### config.mk
export PLATFORM = sky130hd
export DESIGN_NAME = lfsr_period_meter
export DESIGN_NICKNAME = d
export VERILOG_FILES = /design/src/rtl/lfsr_period_meter.sv
export SDC_FILE = /design/constraint.sdc
export NUM_CORES = 1
export LEC_CHECK = 0
export BUFFER_PORTS_ARGS = -buffer_cell sky130_fd_sc_hd__buf_4
export CORE_ASPECT_RATIO = 1.4
export CORE_UTILIZATION = 35
export DETAILED_ROUTE_END_ITERATION = 10
export HOLD_SLACK_MARGIN = 0.02
export PLACE_DENSITY = 0.54
export SYNTH_ARGS = -nofsm -noshare
export SYNTH_HDL_FRONTEND = slang
export SYNTH_SLANG_ARGS = --single-unit
### constraint.sdc
create_clock -name clk -period 2.3 [get_ports clk]
set_input_delay 0.46 -clock clk [delete_from_list [all_inputs] [get_ports clk]]
set_output_delay 0.46 -clock clk [all_outputs]
set_load 0.02 [all_outputs]
### src/rtl/lfsr_period_meter.sv
// Measures the period of an observed LFSR stream: captures a seed, counts valid
// samples until the seed recurs, and reports period plus stuck/timeout flags.
module lfsr_period_meter #(
    parameter int unsigned WIDTH = 8
) (
    input  logic             clk,
    input  logic             rst,
    input  logic             start,
    input  logic             sample_valid,
    input  logic [WIDTH-1:0] sample,
    output logic             busy,
    output logic             done,
    output logic [WIDTH:0]   period,
    output logic             stuck,
    output logic             timeout
);

    localparam int unsigned CNT_W = WIDTH + 1;
    localparam logic [CNT_W-1:0] LIMIT = CNT_W'(1) << WIDTH;

    typedef enum logic [1:0] {
        IDLE  = 2'd0,
        ARM   = 2'd1,
        COUNT = 2'd2,
        DONE  = 2'd3
    } state_t;

    state_t           state, state_d;
    logic [WIDTH-1:0] seed, seed_d;
    logic [CNT_W-1:0] count, count_d;
    logic [CNT_W-1:0] period_d;
    logic             stuck_d, timeout_d, busy_d, done_d;
    logic [CNT_W-1:0] count_inc;
    logic             match;

    assign count_inc = count + CNT_W'(1);
    assign match     = (sample == seed);

    // State register
    always_ff @(posedge clk) begin
        if (!rst) begin
            state <= IDLE;
        end else begin
            state <= state_d;
        end
    end

    // Next-state logic; start re-arms from any state
    always_comb begin
        state_d = state;
        case (state)
            IDLE:  if (start) state_d = ARM;
            ARM: begin
                if (start)             state_d = ARM;
                else if (sample_valid) state_d = COUNT;
            end
            COUNT: begin
                if (start)
                    state_d = ARM;
                else if (sample_valid && (match || count_inc == LIMIT))
                    state_d = DONE;
            end
            DONE:  state_d = start ? ARM : IDLE;
            default: state_d = IDLE;
        endcase
    end

    // Datapath and output next values; busy/done follow the next state so they
    // line up with the registered state
    always_comb begin
        seed_d    = seed;
        count_d   = count;
        period_d  = period;
        stuck_d   = stuck;
        timeout_d = timeout;
        if (start) begin
            seed_d    = '0;
            count_d   = '0;
            period_d  = '0;
            stuck_d   = 1'b0;
            timeout_d = 1'b0;
        end else if (sample_valid) begin
            case (state)
                ARM: begin
                    seed_d  = sample;
                    count_d = '0;
                end
                COUNT: begin
                    // Match takes priority so a full-length period is reportable
                    if (match) begin
                        period_d = count_inc;
                        stuck_d  = (count_inc == CNT_W'(1));
                    end else if (count_inc == LIMIT) begin
                        timeout_d = 1'b1;
                        period_d  = '0;
                    end else begin
                        count_d = count_inc;
                    end
                end
                default: ;
            endcase
        end
        busy_d = (state_d == ARM) || (state_d == COUNT);
        done_d = (state_d == DONE);
    end

    always_ff @(posedge clk) begin
        if (!rst) begin
            seed    <= '0;
            count   <= '0;
            period  <= '0;
            stuck   <= 1'b0;
            timeout <= 1'b0;
            busy    <= 1'b0;
            done    <= 1'b0;
        end else begin
            seed    <= seed_d;
            count   <= count_d;
            period  <= period_d;
            stuck   <= stuck_d;
            timeout <= timeout_d;
            busy    <= busy_d;
            done    <= done_d;
        end
    end

endmodule

==> results of run 1 <==
metal layers:
layer / up-vias / GRT usage / wire length (um)
met5: - / 0 / 0
met2: 29 / 0.3327 / 2345
met1: 757 / 0.2353 / 1799
met3: 11 / 0.04031 / 134
li1: 824 / - / -
met4: 0 / 0.09298 / 138
worst max-delay path: stages (launching register included):
cell	delay [ns]
sky130_fd_sc_hd__dfxtp_2	0.38
sky130_fd_sc_hd__nand2_1	0.10
sky130_fd_sc_hd__buf_4	0.16
sky130_fd_sc_hd__nor4_4	0.31
sky130_fd_sc_hd__a31oi_4	0.07
sky130_fd_sc_hd__o41a_1	0.50
sky130_fd_sc_hd__buf_4	0.18
sky130_fd_sc_hd__or4_1	0.39
sky130_fd_sc_hd__nand3_1	0.08
state kept, by name, indices dropped and copies added, names as in the netlist:
register  count
done          1
seed          8
timeout       1
count         9
state         2
busy          1
stuck         1
period        9
where the power goes:
group	total [mW]	leakage [nW]	switching, mW	internal, mW
logic	0.0779	0.580	0.0429	0.0349
registers	0.559	0.264	0.00291	0.556
clock network	0.405	0.0410	0.199	0.205
logic make-up after synthesis:
logic type / Yosys count / share of synthesized area
and+or+nand+nor: 89 / 0.2729
adders and majority gates: 3 / 0.02231
DFF: 32 / 0.3807
buffers and inverters: 20 / 0.05725
xor gates and xnor gates: 17 / 0.08847
muxes: 3 / 0.01784
AOI/OAI and AO/OA: 45 / 0.1606
layout make-up:
type                    instances  share of cell area
multi-input cells             157              0.4564
flip-flops and latches         32              0.2882
repair buffers                 54              0.1792
well taps                      62             0.03397
clock buffers                   6             0.03178
inverters                       5            0.008219
clock inverters                 1            0.002192
cell usage in the layout (no fill, tap or decap), types with 5 or more instances in the layout:
master / n
sky130_fd_sc_hd__a21oi_1: 23
sky130_fd_sc_hd__buf_4: 53
sky130_fd_sc_hd__clkbuf_8: 5
sky130_fd_sc_hd__dfxtp_1: 24
sky130_fd_sc_hd__dfxtp_2: 5
sky130_fd_sc_hd__inv_1: 5
sky130_fd_sc_hd__nand2_1: 34
sky130_fd_sc_hd__nand3_1: 11
sky130_fd_sc_hd__nor2_1: 6
sky130_fd_sc_hd__o21ai_0: 10
sky130_fd_sc_hd__or3_1: 6
sky130_fd_sc_hd__xnor2_1: 5
sky130_fd_sc_hd__xor2_1: 11
final timing paths:
path | to | slack (ns) | cells past startpoint
setup / recovery | count[3]$_SDFFE_PP0P_ | 0.07 | 8
hold reg to reg | seed[0]$_SDFFE_PP0P_ | 0.47 | 2
hold / removal | busy$_SDFF_PN0_ | 0.42 | 2
setup reg to reg | count[3]$_SDFFE_PP0P_ | 0.07 | 8
stage by stage:
step	power (mW)	cells	cell area, um2	hold WS [ns]	setup WS (ns)
after floorplan	0.6130	209	1715	0.4481	0.007457
after global placement	0.6531	306	2088	0.4540	0.008649
after detailed placement	0.6535	306	2088	0.4613	-0.007205
after CTS	1.060	313	2170	0.4123	0.003112
after global routing	1.093	317	2283	0.4176	-0.02141
final	1.042	317	2283	0.4179	0.07060
repair_timing:
action,4_1_cts,5_1_grt
pin swaps,2,8
endpoints found under the setup margin,5,8
gates resized for setup,2,21
setup buffers,0,4
==> results.txt, run 1 <==
* Number of hold violations in the final report: 0
- Number of library cell types mapped by synthesis: 37
- The most used flip-flop cell after synthesis is sky130_fd_sc_hd__dfxtp_1.
- Summed over all layers, the routed wires come to 4418 um.
- The region available for standard cell placement spans 4572 um2.
- Ports: 25
- Registers take 658.1 um2.
- Buffer levels on the longest clock path: 2
- Routability congestion estimate: 0.8634
- The first global-routing pass estimated 7610 um of wire.
* Synth area leader: sky130_fd_sc_hd__dfxtp_1
* Area fraction of the dominant cell type after synthesis: 0.3807
* Number of antenna repair diodes: 0
* Die W: 60.61 um
* Post-synthesis sequential element count: 32
* CP Max Fanout: 6
- Top post-synthesis cells by count: 34 x sky130_fd_sc_hd__nand2_1, 32 x sky130_fd_sc_hd__dfxtp_1, 23 x sky130_fd_sc_hd__a21oi_1
* Number of standard cells after synthesis: 209
- After the last flow step, the layout net total stands at 270.
- Startpoint of the worst-slack reg-to-reg timing path: count[2]$_SDFFE_PP0P_
* Critical Path Source Type: flop
* H-tree levels: 2
* Warning count from the yosys run: 0
* Startpoint of the most critical hold path: rst
- Via count of the first global-routing pass: 1593
- P per Cell Area: 456.2 nW/um2
* Relative slew margins: 0.6416
- Sequential share of the synthesized area: 0.3807
- In this run, CTS created clock tree buffers numbering 5.
- The filler cells instantiated in the layout total 449.
- The number of slew-limit violations in the final report is 0.
- Library cell used as clock root buffer: sky130_fd_sc_hd__clkbuf_8
- STA puts the critical path data required time at 2.52 ns.
- Compared with the post-synthesis result, the final layout area differs by 35.69%.
- After detailed routing, the average wire length per cell comes to 13.94 um.
- Final core area utilization: 0.4995
- The number of nets in the synthesized netlist is 224.
- Path category of the worst min-delay check: input pin to flop
* Setup TNS after final layout: 0 ns
- Floorplan row count: 29
- For this run, asynchronously set or reset flops after synthesis account for 0.
* Post-synthesis instance area: 1683 um2
- Final critical delay including setup and external delays: 2.229 ns
- The HPWL after detailed placement is 3263 um.
* Count of input and output buffers: 24
- Transition time at the pin with the least slew margin: 0.5375 ns
- Overall die height: 84.05 um
- Number of design rule violations left after detail routing: 0
* Combined area of the multi-input logic cells: 1042 um2
- Based on the critical path, the design can be clocked at up to 448.6 MHz.
- In the final layout, the share of cells above drive strength 1 is 0.3176.
* Pleak: 0.8849 nW
- First-pass detailed-route iteration total: 4
- Count of hold buffers inserted by post-cts repair: 0
* TritonCTS clock tree: built
- Clock-pin slew was measured on the worst setup and hold paths at 0.07 ns.
- For this configuration, the core starts out at a cell density of 0.3681.
- Area enclosed by the die boundary: 5094 um2
- The worst-case IR drop observed on VDD is 324.5 uV.
* Mean number of vias per cell: 5.114
* Final setup violation count: 0
- The flow ran to the end, and the final reports show no timing, DRC or antenna violations.
* Worst Path Class, Setup: flop to flop
- Starting DRT DRC Count: 33
* Global route overflow: 0
- In this run the worst setup path begins at count[2]$_SDFFE_PP0P_.
- Clock insertion delay at the later pin of the skew report: 0.28 ns
* Most used standard cell by instance count after synthesis: sky130_fd_sc_hd__nand2_1
- Total number of vias: 1621
* GRT Resource Usage Total: 0.1993
- In this run, synthesis inferred 0 flip-flops with an integrated enable.
- Across the run, the number of max-cap violations was 0.
* CTS sink cnt: 32
- A synthesized cell averages 8.052 um2.
* Final period util: 0.9693
- Largest net degree at the start of global routing: 19
- Number of nets with antenna violations after detailed routing: 0
- Kind of capture point of the worst setup path: flop
- Between clock sinks in the finished design, the worst skew comes to 0.004095 ns.
* Worst path arrival time: 2.45 ns
- Largest cells by area after synthesis: sky130_fd_sc_hd__dfxtp_1 38%, sky130_fd_sc_hd__nand2_1 7.6%, sky130_fd_sc_hd__a21oi_1 6.8%, sky130_fd_sc_hd__xor2_1 5.7%, sky130_fd_sc_hd__nand3_1 3.3%
- The initial antenna violation count is 0.
(Power assumes the default switching activity.)
==> inputs of run 2 (changes only) <==
==> constraint.sdc (replaced) <==
create_clock -name clk -period 2.3 [get_ports clk]
set_input_delay 0 -clock clk [delete_from_list [all_inputs] [get_ports clk]]
set_output_delay 0 -clock clk [all_outputs]
set_load 0.02 [all_outputs]
==> results.txt, run 2 (synthesized netlist as in run 1, its figures left out) <==
- Number of antenna repair diodes: 0
* Mean number of vias per cell: 5.074
- Relative slew margins: 0.6284
- Series of cell instances along the critical path: ha_4 -> buf_6 -> xor2_1 -> nor3_1 -> a31oi_1 -> buf_4 -> o41a_1 -> or4_1 -> nand3_1
- TritonCTS clock tree: built
- Layout net count: 278
* Count of filler cells inserted in the layout: 473
- Total number of vias: 1649
* Regs by FF count: count x9, period x9, seed x8
* Area enclosed by the die boundary: 5094 um2
- Largest net degree at the start of global routing: 19
- The die is 60.61 um wide.
- Switching part of the total: 0.2434
- Number of design rule violations left after detail routing: 0
* Path category of the worst min-delay check: input pin to flop
- The critical path runs through a total of 9 cells.
- Final critical delay including setup and external delays: 2.192 ns
* Number of placed cells counting well taps: 304
* Crit path max-delay family: simple AND/OR/NAND/NOR gates
- Row generation in the floorplan step produced 29 rows.
* Clock insertion delay at the later pin of the skew report: 0.28 ns
* Mean routed wirelength per cell: 13.23 um
- Reg power frac: 0.527
- Global-route wire length before repair: 7038 um
- In the final layout, the share of cells above drive strength 1 is 0.2814.
- Final core area utilization: 0.5107
* Cells on worst reg2reg path: 9
- STA puts the critical path data arrival time at 2.41 ns.
* Final routed wirelength across all metal layers: 4300 um
- Net load switching power: 0.2598 mW
* Unrepaired setup endpoints after global routing: true
* Post-DP HPWL: 3141 um
- Combinational share of power: 0.083
* Clock tree skew after final layout: 0.007642 ns
* Critical-path top delay cell: sky130_fd_sc_hd__o41a_1
* H-tree levels: 2
* Pleak: 0.9183 nW
- Clock Power Share: 0.390
* Routability congestion estimate: 0.7994
- Final setup violation count: 0
- Critical Path Source Type: flop
- For this design the top-level I/O count stands at 25.
* Layout overhead on the synthesized area: 38.74%
- Via count of the first global-routing pass: 1580
- In the layout the commonest cells are 50 x sky130_fd_sc_hd__buf_4, 34 x sky130_fd_sc_hd__nand2_1, 28 x sky130_fd_sc_hd__dfxtp_1, 23 x sky130_fd_sc_hd__a21oi_1.
* Global route overflow: 0
* Pint: 0.8077 mW
- Clock transition time at the flip-flop clock pins of the worst setup and hold paths: 0.07 ns
* Kind of capture point of the worst setup path: flop
* Area of the core: 4572 um2
- Placed Instance Area: 2073 um2
- Leaving out fill and tap cells, the most frequent cell in the layout is sky130_fd_sc_hd__buf_4.
* Maximum capacitance violations: 0
* Setup TNS after final layout: 0 ns
* GRT Resource Usage Total: 0.1841
* Transition time at the pin with the least slew margin: 0.5563 ns
* Initial antenna violation count: 0
- Area of all placed cells without fillers: 2335 um2
- Final period util: 0.9530
- Worst Path Required: 2.52 ns
- In this design, the stage delay of the slowest critical-path cell is 0.49 ns.
- The finished layout holds 325 standard cells, fillers aside.
- Worst Path Class, Setup: flop to flop
- IR analysis of the VDD net gives a maximum drop of 385.4 uV.
- The detail route stage leaves a number of antenna-violating nets equal to 0.
- Achievable frequency: 456.2 MHz
- In this run, the number of DRC markers left after iteration 0 of detailed routing was 35.
* Library cell used as clock root buffer: sky130_fd_sc_hd__clkbuf_8
- P per Cell Area: 457.2 nW/um2
* Min-Delay Path Depth: 3
- For this configuration, the core starts out at a cell density of 0.3681.
- Result of the run: completed
* First-pass detailed-route iteration total: 4
- The number of slew-limit violations in the final report is 0.
- Buffer levels on the longest clock path: 2
* Overall die height: 84.05 um
- Combined buffer and inverter count along the critical path: 2
* Total CTS buffers: 5
- CTS sink cnt: 32
* Count of input and output buffers: 24
* CP Max Fanout: 5
- Total chip power: 1.067 mW
- Number of hold violations in the final report: 0
## run 2: cell count changes in the layout (fill, tap and decap cells not counted), moves of 2 or more
cell	delta
sky130_fd_sc_hd__nand3_4	-2
sky130_fd_sc_hd__dlygate4sd3_1	+10
sky130_fd_sc_hd__nand3_2	+2
sky130_fd_sc_hd__buf_4	-3
sky130_fd_sc_hd__dfxtp_1	+4
sky130_fd_sc_hd__dfxtp_4	-3
## run 2: tightest hold or removal path, stage by stage
cell and delay [ns]:
sky130_fd_sc_hd__buf_4 0.13, sky130_fd_sc_hd__nand4_1 0.08, sky130_fd_sc_hd__a31oi_1 0.07
## run 2: per-layer routing
layer  global-route usage  part of all wire  vias up
met4              0.09504             0.027        0
met1               0.2124              0.42      756
met5                    0                 0        -
met2               0.3047              0.51       39
met3              0.04186             0.044       15
li1                     -                 -      839
## run 2: final cells by class
cell class / count / area, um2 / share of cell area
clock buffers: 5 / 68.82 / 0.02947
clock inverters: 2 / 12.51 / 0.005359
inverters: 5 / 18.77 / 0.008039
multi-input cells: 158 / 1025 / 0.4389
flip-flops and latches: 32 / 645.6 / 0.2765
well taps: 62 / 77.57 / 0.03323
repair buffers: 61 / 486.7 / 0.2085
## run 2: metrics by stage
step                      hold slack (ns)  worst slack [ns]
final                             0.04152            0.1081
after CTS                         0.03614         0.0003302
after global routing              0.06295          -0.03143
after floorplan                    0.1217          0.007457
after global placement             0.2404          -0.02134
after detailed placement           0.2423          -0.03344
## run 2: power groups by stage
stage	Clock (mW)	Combinational [mW]	Sequential, mW
floorplan	0	0.0360	0.577
global placement	0	0.0750	0.575
detailed placement	0	0.0744	0.575
CTS	0.428	0.0882	0.562
global route	0.449	0.0967	0.563
finish	0.417	0.0884	0.562
## run 2: timing repair
| item | 4_1_cts | 5_1_grt |
|---|---|---|
| endpoints found under the hold margin | 11 | 0 |
| setup buffers | 0 | 3 |
| pin swaps | 1 | 6 |
| cloned | 0 | 1 |
| endpoints found under the setup margin | 2 | 9 |
| resized for setup | 3 | 9 |
| hold buffers | 10 | 0 |
## run 2: final timing paths
kind                                             from               endpoint  slack [ns]
worst min register to register   seed[2]$_SDFFE_PP0P_   seed[2]$_SDFFE_PP0P_        0.47
worst max register to register  count[0]$_SDFFE_PP0P_  count[3]$_SDFFE_PP0P_        0.11
worst min-delay path                     sample_valid  count[0]$_SDFFE_PP0P_        0.04
worst max-delay path            count[0]$_SDFFE_PP0P_  count[3]$_SDFFE_PP0P_        0.11
==> inputs of run 3 (changes only) <==
--- a/config.mk
+++ b/config.mk
@@ -6,11 +6,13 @@
 export NUM_CORES = 1
 export LEC_CHECK = 0
 export BUFFER_PORTS_ARGS = -buffer_cell sky130_fd_sc_hd__buf_4
+export CAP_MARGIN = 20
 export CORE_ASPECT_RATIO = 1.4
 export CORE_UTILIZATION = 35
 export DETAILED_ROUTE_END_ITERATION = 10
 export HOLD_SLACK_MARGIN = 0.02
 export PLACE_DENSITY = 0.54
+export RECOVER_POWER = 50
 export SYNTH_ARGS = -nofsm -noshare
 export SYNTH_HDL_FRONTEND = slang
 export SYNTH_SLANG_ARGS = --single-unit
==> results.txt, run 3 (synthesized netlist as in run 1, its figures left out) <==
- The pre-antenna-repair detailed-routing pass consisted of 4 iterations.
- Clock insertion delay at the later pin of the skew report: 0.28 ns
- Of the available clock period, the critical path in the final layout requires 0.9571.
- STA classifies the critical path endpoint as a flop.
- The initial antenna violation count is 0.
* Series of cell instances along the critical path: ha_4 -> buf_6 -> xor2_1 -> nor3_1 -> a31oi_1 -> buf_4 -> o41a_1 -> buf_4 -> nand3b_1 -> a21oi_1
- The startpoint identified for the worst hold timing path is sample_valid.
- In this design, the largest share of critical-path delay is due to compound AO/OA/AOI/OAI gates.
- Routability-driven placement finished with a final weighted congestion of 0.7994.
* Buffer levels on the longest clock path: 2
- The filler cells instantiated in the layout total 485.
- After clock tree synthesis, the clock-pin slew on the worst setup and hold paths is 0.07 ns.
* Placed Instance Area: 2073 um2
- Total CTS buffers: 5
- Worst Path Class, Setup: flop to flop
- Largest net degree at the start of global routing: 19
- Layout overhead on the synthesized area: 35.61%
- The path with the worst hold slack has its endpoint at count[0]$_SDFFE_PP0P_.
- Pleak: 0.8600 nW
* Number of design rule violations left after detail routing: 0
- Number of nets with antenna violations after detailed routing: 0
* Total number of vias: 1658
* Library cell used as clock root buffer: sky130_fd_sc_hd__clkbuf_8
- Summing all non-filler instances in the final layout gives an area of 2282 um2.
- The number of slew-limit violations in the final report came to 0.
- Max-cap violations in this run came to 0.
- Count of input and output buffers: 24
- Starting DRT DRC Count: 37
- In this design, the stage delay of the slowest critical-path cell is 0.51 ns.
- Relative slew margins: 0.6139
- Layout net count: 278
* Floorplan row count: 29
* GRT Resource Usage Total: 0.1841
- Mean number of vias per cell: 5.102
* Most common cell after layout, fill and taps aside: sky130_fd_sc_hd__buf_4
- Critical-path top delay cell: sky130_fd_sc_hd__o41a_1
- In the final routed layout, each cell accounts on average for 13.21 um.
* Max rail drop VDD: 386.6 uV
* Initial cell density of the core: 0.3681
- Combined buffer and inverter count along the critical path: 3
- Global route overflow: 0
- The endpoint identified for the worst register-to-register timing path is count[8]$_SDFFE_PP0P_.
* Unrepaired setup endpoints after global routing: true
- TritonCTS built the clock tree.
- Number of antenna repair diodes: 0
- CP Max Fanout: 4
- Via count of the first global-routing pass: 1580
- CTS sink cnt: 32
* Worst path arrival time: 2.41 ns
- Cells on worst reg2reg path: 10
* Overall die height: 84.05 um
- In this run the critical register-to-register path is launched from count[0]$_SDFFE_PP0P_.
- The floorplan step defined a die boundary enclosing 5094 um2.
* Post-DP HPWL: 3141 um
- Clock skew on the completed layout was measured at 0.007827 ns.
* Global-route wire length before repair: 7038 um
* H-tree levels: 2
- Final setup violation count: 0
- The most numerous cell type found on the critical path is sky130_fd_sc_hd__buf_4.
* Regs by FF count: count x9, period x9, seed x8
* Die W: 60.61 um
- The worst hold path belongs to the class input pin to flop.
* Ports: 25
- Ratio of cells with drive above 1 in the final layout: 0.2281
- Final critical delay including setup and external delays: 2.201 ns
- P per Cell Area: 466.9 nW/um2
- R2R Setup Slk: 0.1 ns
* Fin worst setup slack: 0.09874 ns
* Final routed wirelength across all metal layers: 4293 um
- STA classifies the critical path startpoint as a flop.
- Worst Path Required: 2.51 ns
- The count of endpoints failing hold in the final timing report is 0.
* Worst Setup Slack post-DPL: -0.03344 ns
- Achievable frequency: 454.3 MHz
* Result of the run: completed
- Area of the core: 4572 um2
- Transition time at the pin with the least slew margin: 0.5792 ns
* Commonest cells after routing, fill and taps aside: 36 x sky130_fd_sc_hd__buf_4, 34 x sky130_fd_sc_hd__nand2_1, 28 x sky130_fd_sc_hd__dfxtp_1, 23 x sky130_fd_sc_hd__a21oi_1, 14 x sky130_fd_sc_hd__clkbuf_1
* Min-Delay Path Depth: 3
## run 3: what timing repair did
action	CTS	global route
gates cloned	0	1
endpoints found under the hold margin	11	0
buffers inserted	0	3
pin swaps	1	6
setup endpoints to repair	2	9
resized for setup	3	9
hold buffers	10	0
## run 3: power breakdown
part,switching (mW),total (mW),internal (mW)
clock network,0.213,0.417,0.205
logic,0.0449,0.0861,0.0412
registers,0.00277,0.562,0.559
total,0.260,1.07,0.805
## run 3: cell type report
class | instances | area, um2 | share of cell area
Timing Repair Buffer | 61 | 434.2 | 0.1902
Inverter | 5 | 18.77 | 0.008224
Clock buffer | 5 | 68.82 | 0.03015
Sequential cell | 32 | 645.6 | 0.2829
Tap cell | 62 | 77.57 | 0.03399
Clock inverter | 2 | 12.51 | 0.005482
Multi-Input combinational cell | 158 | 1025 | 0.4490
## run 3: layer usage
| metal | GRT usage | part of all wire |
|---|---|---|
| met1 | 0.2124 | 0.41 |
| met2 | 0.3047 | 0.51 |
| met3 | 0.04186 | 0.054 |
| met4 | 0.09504 | 0.027 |
| met5 | 0 | 0 |
## run 3: how the worst max path moves through the flow
stage                                     start                     to  slack, ns  depth (start not counted)
after floorplan           count[1]$_SDFFE_PP0P_        busy$_SDFF_PN0_      0.007                         10
after global placement    count[1]$_SDFFE_PP0P_        busy$_SDFF_PN0_      -0.02                          9
after detailed placement  count[2]$_SDFFE_PP0P_        busy$_SDFF_PN0_      -0.03                          8
after CTS                 count[1]$_SDFFE_PP0P_        busy$_SDFF_PN0_     0.0003                          9
after global routing      count[0]$_SDFFE_PP0P_  count[2]$_SDFFE_PP0P_      -0.03                          9
final                     count[0]$_SDFFE_PP0P_  count[8]$_SDFFE_PP0P_        0.1                         10
## run 3: worst min-delay path, stage by stage
cell and delay [ns]:
sky130_fd_sc_hd__buf_4 0.13, sky130_fd_sc_hd__nand4_1 0.08, sky130_fd_sc_hd__a31oi_1 0.07
## run 3: per-stage QoR
step	total power [mW]	hold WS [ns]	TNS [ns]	instances	util
2_1_floorplan	0.6130	0.1217	0	209	-
3_3_place_gp	0.6501	0.2404	-0.02134	304	0.4535
3_5_place_dp	0.6496	0.2423	-0.04787	304	0.4535
4_1_cts	1.078	0.03614	0	321	0.4951
5_1_grt	1.106	0.06295	-0.07560	325	0.4992
6_report	1.066	0.04060	0	325	0.4992
